File: config.mk
export PLATFORM = sky130hd
export DESIGN_NAME = idli_sqi_fetch_m
export DESIGN_NICKNAME = d
export VERILOG_FILES = /design/src/rtl/idli_sqi_fetch_m.sv
export SDC_FILE = /design/constraint.sdc
export NUM_CORES = 1
export LEC_CHECK = 0
export ABC_AREA = 1
export CAP_MARGIN = 30
export CORE_UTILIZATION = 25
export DETAILED_ROUTE_END_ITERATION = 12
export GPL_ROUTABILITY_DRIVEN = 0
export PLACE_DENSITY_LB_ADDON = 0.12
export SLEW_MARGIN = 5
export SYNTH_ARGS = -nofsm -noshare
export SYNTH_HDL_FRONTEND = slang
export SYNTH_SLANG_ARGS = --single-unit
File: constraint.sdc
create_clock -name i_ex_gck -period 1.5 [get_ports i_ex_gck]
set_input_delay 0.3 -clock i_ex_gck [delete_from_list [all_inputs] [get_ports i_ex_gck]]
set_output_delay 0.3 -clock i_ex_gck [all_outputs]
set_load 0.05 [all_outputs]
File: src/rtl/idli_sqi_fetch_m.sv
// -----------------------------------------------------------------------------
// idli_sqi_fetch_m
//
// Instruction fetch front-end. Drives an external quad-SPI (SQI) SRAM that is
// already in sequential SQI mode, issues a single READ (8'h03) per fetch
// target and then streams 16-bit encodings to the execute stage one nibble per
// cycle, indefinitely, until the execute stage redirects the PC.
//
// The free-running 2-bit sync counter frames every word: nibble k of the word
// is presented while o_ex_ctr == k. Redirects are only sampled on the ctr==3
// edge, i.e. on instruction boundaries.
//
// Ports
//   i_ex_gck          core clock, also the SQI memory clock
//   i_ex_rst_n        asynchronous active-low reset
//   o_ex_ctr          sync counter, 0..3 wrapping, never stalls
//   o_ex_enc          current encoding nibble (pass-through of i_mem_sio)
//   o_ex_enc_vld      encoding valid, constant across a word
//   o_ex_pc           word address of the encoding on o_ex_enc
//   i_ex_redirect     redirect request, honoured only at ctr==3
//   i_ex_redirect_pc  redirect target word address
//   o_mem_cs_n        SQI chip select, active-low
//   o_mem_sio         SQI data out
//   o_mem_sio_oe      SQI output enable (1 = drive o_mem_sio)
//   i_mem_sio         SQI data in, valid in the cycle it is sampled
// -----------------------------------------------------------------------------
module idli_sqi_fetch_m #(
  parameter logic [15:0] RESET_PC    = 16'h0000,
  parameter int unsigned CS_IDLE_CYC = 2
) (
  input  logic        i_ex_gck,
  input  logic        i_ex_rst_n,
  output logic [1:0]  o_ex_ctr,
  output logic [3:0]  o_ex_enc,
  output logic        o_ex_enc_vld,
  output logic [15:0] o_ex_pc,
  input  logic        i_ex_redirect,
  input  logic [15:0] i_ex_redirect_pc,
  output logic        o_mem_cs_n,
  output logic [3:0]  o_mem_sio,
  output logic        o_mem_sio_oe,
  input  logic [3:0]  i_mem_sio
);

  typedef enum logic [2:0] {
    ST_IDLE,
    ST_CMD,
    ST_ADDR,
    ST_DUMMY,
    ST_STREAM
  } state_t;

  localparam logic [7:0] SQI_CMD_READ = 8'h03;

  // Wide enough that the saturated count can always reach CS_IDLE_CYC.
  localparam int          CS_W       = $clog2(CS_IDLE_CYC + 1);
  localparam logic [CS_W-1:0] CS_HI_MAX = '1;

  state_t          state_q;
  logic [1:0]      ctr_q;
  logic [2:0]      sub_q;      // position within CMD / ADDR / DUMMY
  logic [CS_W-1:0] cs_hi_q;    // completed cycles with cs_n high
  logic [15:0]     target_q;   // word address the current fetch reads from
  logic [15:0]     pc_q;
  logic            cs_n_q;
  logic            sio_oe_q;
  logic [3:0]      sio_q;

  logic [1:0]      ctr_d;
  logic [CS_W-1:0] cs_hi_d;
  logic            cs_idle_met;
  logic            redirect_take;

  assign ctr_d         = ctr_q + 2'd1;
  assign cs_hi_d       = (cs_hi_q == CS_HI_MAX) ? cs_hi_q : cs_hi_q + 1'b1;
  // The current cycle also counts as cs-high time, hence the +1.
  assign cs_idle_met   = (int'(cs_hi_q) + 1) >= int'(CS_IDLE_CYC);
  assign redirect_take = i_ex_redirect && (ctr_q == 2'd3);

  // Nibble idx (0 = most significant) of the 24-bit byte address of a word.
  function automatic logic [3:0] addr_nib(input logic [15:0] pc,
                                          input logic [2:0]  idx);
    logic [23:0] byte_addr;
    byte_addr = {7'b0, pc, 1'b0};
    case (idx)
      3'd0:    addr_nib = byte_addr[23:20];
      3'd1:    addr_nib = byte_addr[19:16];
      3'd2:    addr_nib = byte_addr[15:12];
      3'd3:    addr_nib = byte_addr[11:8];
      3'd4:    addr_nib = byte_addr[7:4];
      3'd5:    addr_nib = byte_addr[3:0];
      default: addr_nib = 4'h0;
    endcase
  endfunction

  // Memory-side outputs are registered so that each value is set up one edge
  // ahead of the cycle in which the SRAM samples it. The transition into CMD
  // happens on the ctr==1 edge so that CMD occupies ctr 2,3.
  // NOTE: every state element here is assigned with <= so all reads in this
  // block see the pre-edge values regardless of statement order.
  always_ff @(posedge i_ex_gck or negedge i_ex_rst_n) begin
    if (!i_ex_rst_n) begin
      state_q  <= ST_IDLE;
      ctr_q    <= 2'd0;
      sub_q    <= 3'd0;
      cs_hi_q  <= '0;
      target_q <= RESET_PC;
      pc_q     <= RESET_PC;
      cs_n_q   <= 1'b1;
      sio_oe_q <= 1'b0;
      sio_q    <= 4'h0;
    end else begin
      ctr_q <= ctr_d;

      if (redirect_take) begin
        // Abort whatever is in flight; the current word (if any) was already
        // sampled by the execute stage on this edge.
        state_q  <= ST_IDLE;
        sub_q    <= 3'd0;
        cs_hi_q  <= (state_q == ST_IDLE) ? cs_hi_d : '0;
        target_q <= i_ex_redirect_pc;
        pc_q     <= i_ex_redirect_pc;
        cs_n_q   <= 1'b1;
        sio_oe_q <= 1'b0;
        sio_q    <= 4'h0;
      end else begin
        case (state_q)
          ST_IDLE: begin
            if ((ctr_q == 2'd1) && cs_idle_met) begin
              state_q  <= ST_CMD;
              sub_q    <= 3'd0;
              cs_hi_q  <= '0;
              cs_n_q   <= 1'b0;
              sio_oe_q <= 1'b1;
              sio_q    <= SQI_CMD_READ[7:4];
            end else begin
              cs_hi_q  <= cs_hi_d;
            end
          end

          ST_CMD: begin
            if (sub_q == 3'd0) begin
              sub_q <= 3'd1;
              sio_q <= SQI_CMD_READ[3:0];
            end else begin
              state_q <= ST_ADDR;
              sub_q   <= 3'd0;
              sio_q   <= addr_nib(target_q, 3'd0);
            end
          end

          ST_ADDR: begin
            if (sub_q != 3'd5) begin
              sub_q <= sub_q + 3'd1;
              sio_q <= addr_nib(target_q, sub_q + 3'd1);
            end else begin
              state_q  <= ST_DUMMY;
              sub_q    <= 3'd0;
              sio_oe_q <= 1'b0;
              sio_q    <= 4'h0;
            end
          end

          ST_DUMMY: begin
            if (sub_q == 3'd0) begin
              sub_q <= 3'd1;
            end else begin
              state_q <= ST_STREAM;
              sub_q   <= 3'd0;
            end
          end

          ST_STREAM: begin
            // The SRAM auto-increments, so only the reported PC advances.
            if (ctr_q == 2'd3) begin
              pc_q <= pc_q + 16'd1;
            end
          end

          default: begin
            state_q  <= ST_IDLE;
            sub_q    <= 3'd0;
            cs_n_q   <= 1'b1;
            sio_oe_q <= 1'b0;
            sio_q    <= 4'h0;
          end
        endcase
      end
    end
  end

  assign o_ex_ctr     = ctr_q;
  assign o_ex_pc      = pc_q;
  assign o_ex_enc_vld = (state_q == ST_STREAM);
  assign o_ex_enc     = (state_q == ST_STREAM) ? i_mem_sio : 4'h0;
  assign o_mem_cs_n   = cs_n_q;
  assign o_mem_sio    = sio_q;
  assign o_mem_sio_oe = sio_oe_q;

endmodule
==> impl_metrics.json <==
{
  "multi_input_area_sq_um": 1300,
  "cts_buffers": 5,
  "vias": 2512,
  "cts_tree": "yes",
  "design_area_sq_um": 4080,
  "grt_util_met3_pct": 2.52,
  "syn_area_per_cell_sq_um": 7.39,
  "viasPerCell": 4.39,
  "grt_pass1_vias": 2481,
  "synth-seq-cells": 48,
  "worst_slack_ns": -0.0713,
  "die_x_um": 104,
  "grt_usage_pct": 14.2,
  "worstSetupStartpointType": "register",
  "layout_common_cells": "nand2_1 (124), dfrtp_1 (37), buf_12 (32)",
  "start_util_pct": 26.1,
  "rows": 36,
  "dieArea_sq_um": 10700,
  "arrival_ns": 1.27,
  "ys_types": 29,
  "min_period_over_period_pct": 105,
  "cp_slowest_stage_delay_ns": 0.41,
  "overflow": 0,
  "grt_pass1_wl_mm": 12.3,
  "wl_per_cell_um": 12.8,
  "path_buf_inv": 3,
  "hold_viol": 0,
  "netlist_instances": 349,
  "placed_area_sq_um": 3790,
  "final_nets": 465,
  "numPortBuffers": 51,
  "skew_ns": 0.0104,
  "antenna_left": 0,
  "syn_nets": 376,
  "p_leak_nw": 1.95,
  "status": "finished with violations",
  "drt-initial-drc-count": 106,
  "final_common_cell": "nand2_1",
  "clk_pin_slew_worst_paths_ns": 0.10,
  "dp_cells": 555,
  "path_max_fanout": 5,
  "hp-class": "primary input to asynchronous set/reset pin",
  "rsz0062_at_grt": "true",
  "yosysWarnings": 0,
  "tns_ns": -0.371,
  "power.density_nw_per_um2": 1630,
  "cp_slowest_cell": "dfrtp_1",
  "clk_root_buffer_cell": "clkbuf_8",
  "utilization_pct": 41.4,
  "syn2layout_area_growth_pct": 58.4,
  "drc_errors": 0,
  "firstDrtPassIters": 5,
  "pin_count": 52,
  "cts.htree.levels": 2,
  "min_period_ns": 1.57,
  "top_usage_layer": "met2",
  "finalSetupViolations": 10,
  "worst_pin_slew_ns": 0.466,
  "clock.fmax_mhz": 636,
  "grt_max_degree": 39,
  "antenna_found_initial": 0,
  "fillers": 983,
  "crit_chain": "inv_2, nand3_4, buf_8, nor2_4, buf_12",
  "die_height_um": 104,
  "cts_max_path_buffers": 2,
  "antennaDiodeCount": 0,
  "critPathTopFamily": "flip-flops",
  "critPathKind": "register to output port",
  "use_met1_pct": 19.9,
  "cp-end-kind": "output port",
  "failed_checks": "negative setup slack",
  "finalNonFillerCells": 572,
  "finalMaxSlewViolations": 0,
  "slew_headroom_pct": 68.7,
  "dp_hpwl_mm": 5.51,
  "critPathRequiredTime_ns": 1.20,
  "regArea_sq_um": 1210,
  "syn_area_sq_um": 2580,
  "clock-sinks": 48,
  "met2_usage_pct": 22.6,
  "irDropWorstVdd_uv": 691,
  "wl_mm": 7.33,
  "maxCapViolCount": 0,
  "clk_latency_ns": 0.30,
  "drive_gt1_share_pct": 27.1,
  "core_area_sq_um": 9860,
  "yosysSeqAreaShare_pct": 46.7
}
-- path summary, 6_finish.rpt --
check	startpoint	endpoint	slack, ns	cells after the start
worst max-delay path	state_q[1]	o_ex_enc[1]	-0.07	5
worst min-delay path	i_ex_rst_n	state_q[1]	0.41	2
worst max register to register	state_q[0]	state_q[2]	-0.03	9
worst min register to register	target_q[9]	target_q[9]	0.48	2
max in group asynchronous	i_ex_rst_n	o_mem_cs_n	0.54	3
min in group i_ex_gck	target_q[9]	target_q[9]	0.48	2
-- where the power goes --
part           internal [mW]  switching (mW)
logic                   1.66            1.99
clock network          0.496           0.445
registers               1.64           0.412
total                   3.80            2.85
-- metal layers --
| metal | vias up | routed length, um | share of wire (%) |
|---|---|---|---|
| met5 | - | 0 | 0 |
| met2 | 47 | 3350 | 46 |
| met4 | 0 | 95 | 1.3 |
| met3 | 9 | 302 | 4.1 |
| li1 | 1298 | - | - |
| met1 | 1158 | 3580 | 49 |
-- synth_stat cells --
cell type,number,area (sq um)
xor2_1,1,8.76
nor2_1,37,139
a21oi_1,18,90.1
o211ai_1,2,15.0
a31oi_1,7,43.8
nor3_1,1,5.00
nand2_1,126,473
or2_2,2,12.5
o2111ai_1,1,8.76
o21ai_0,11,55.1
o21ai_1,3,15.0
buf_4,3,22.5
nand3_4,1,17.5
ha_1,4,50.1
inv_2,4,15.0
buf_2,2,10.0
o21bai_1,2,15.0
a22oi_1,1,7.51
nand3_1,22,110
dfstp_2,1,26.3
a21boi_4,1,18.8
nand2_2,3,18.8
nor2_4,1,11.3
dfrtp_1,47,1180
o22ai_1,3,18.8
inv_1,32,120
nor2_2,4,25.0
nand4_1,6,37.5
clkbuf_1,3,11.3
-- flip-flops by register name, indices dropped and copies added (netlist names) --
name and flops:
cs_hi_q 2, o_ex_ctr 2, o_ex_pc 16, o_mem_cs_n 1
o_mem_sio 4, o_mem_sio_oe 1, state_q 3, sub_q 3
target_q 16
-- area by class of cell --
class	count	share of cell area (%)
clock buffer	6	1.78
sequential	48	29.7
multi-input combinational	257	31.9
timing repair buffer	90	28.4
clock inverter	2	0.858
inverter	36	3.31
tap	133	4.07
-- cells by family (layout without fill, tap and decap cells) --
kind of cell	after synthesis	in the layout	share of synthesized area, %
and+or+nand+nor	203	203	33.0
adders and majority gates	4	4	1.94
xor gates and xnor gates	1	1	0.340
buffers and inverters	44	134	6.94
AOI/OAI and AO/OA	49	49	11.2
DFF	48	48	46.7
-- what timing repair did --
item                                   in CTS  in global routing
hold buffers                                1                  0
gates resized for setup                    12                 27
buffers inserted                            4                  5
pin swaps                                   3                  5
endpoints found under the hold margin      10                  0
setup endpoints to repair                  11                 31
-- metrics by stage --
stage	hold WS, ns	setup slack, ns	total power, mW
after CTS	0.422	-0.105	6.57
after floorplan	0.00441	-0.0562	3.90
after global routing	0.431	-0.139	7.09
after global placement	0.204	-0.236	5.51
final	0.413	-0.0713	6.65
after detailed placement	0.204	-0.261	5.52
Note: power is estimated with default switching activity, not from simulation.
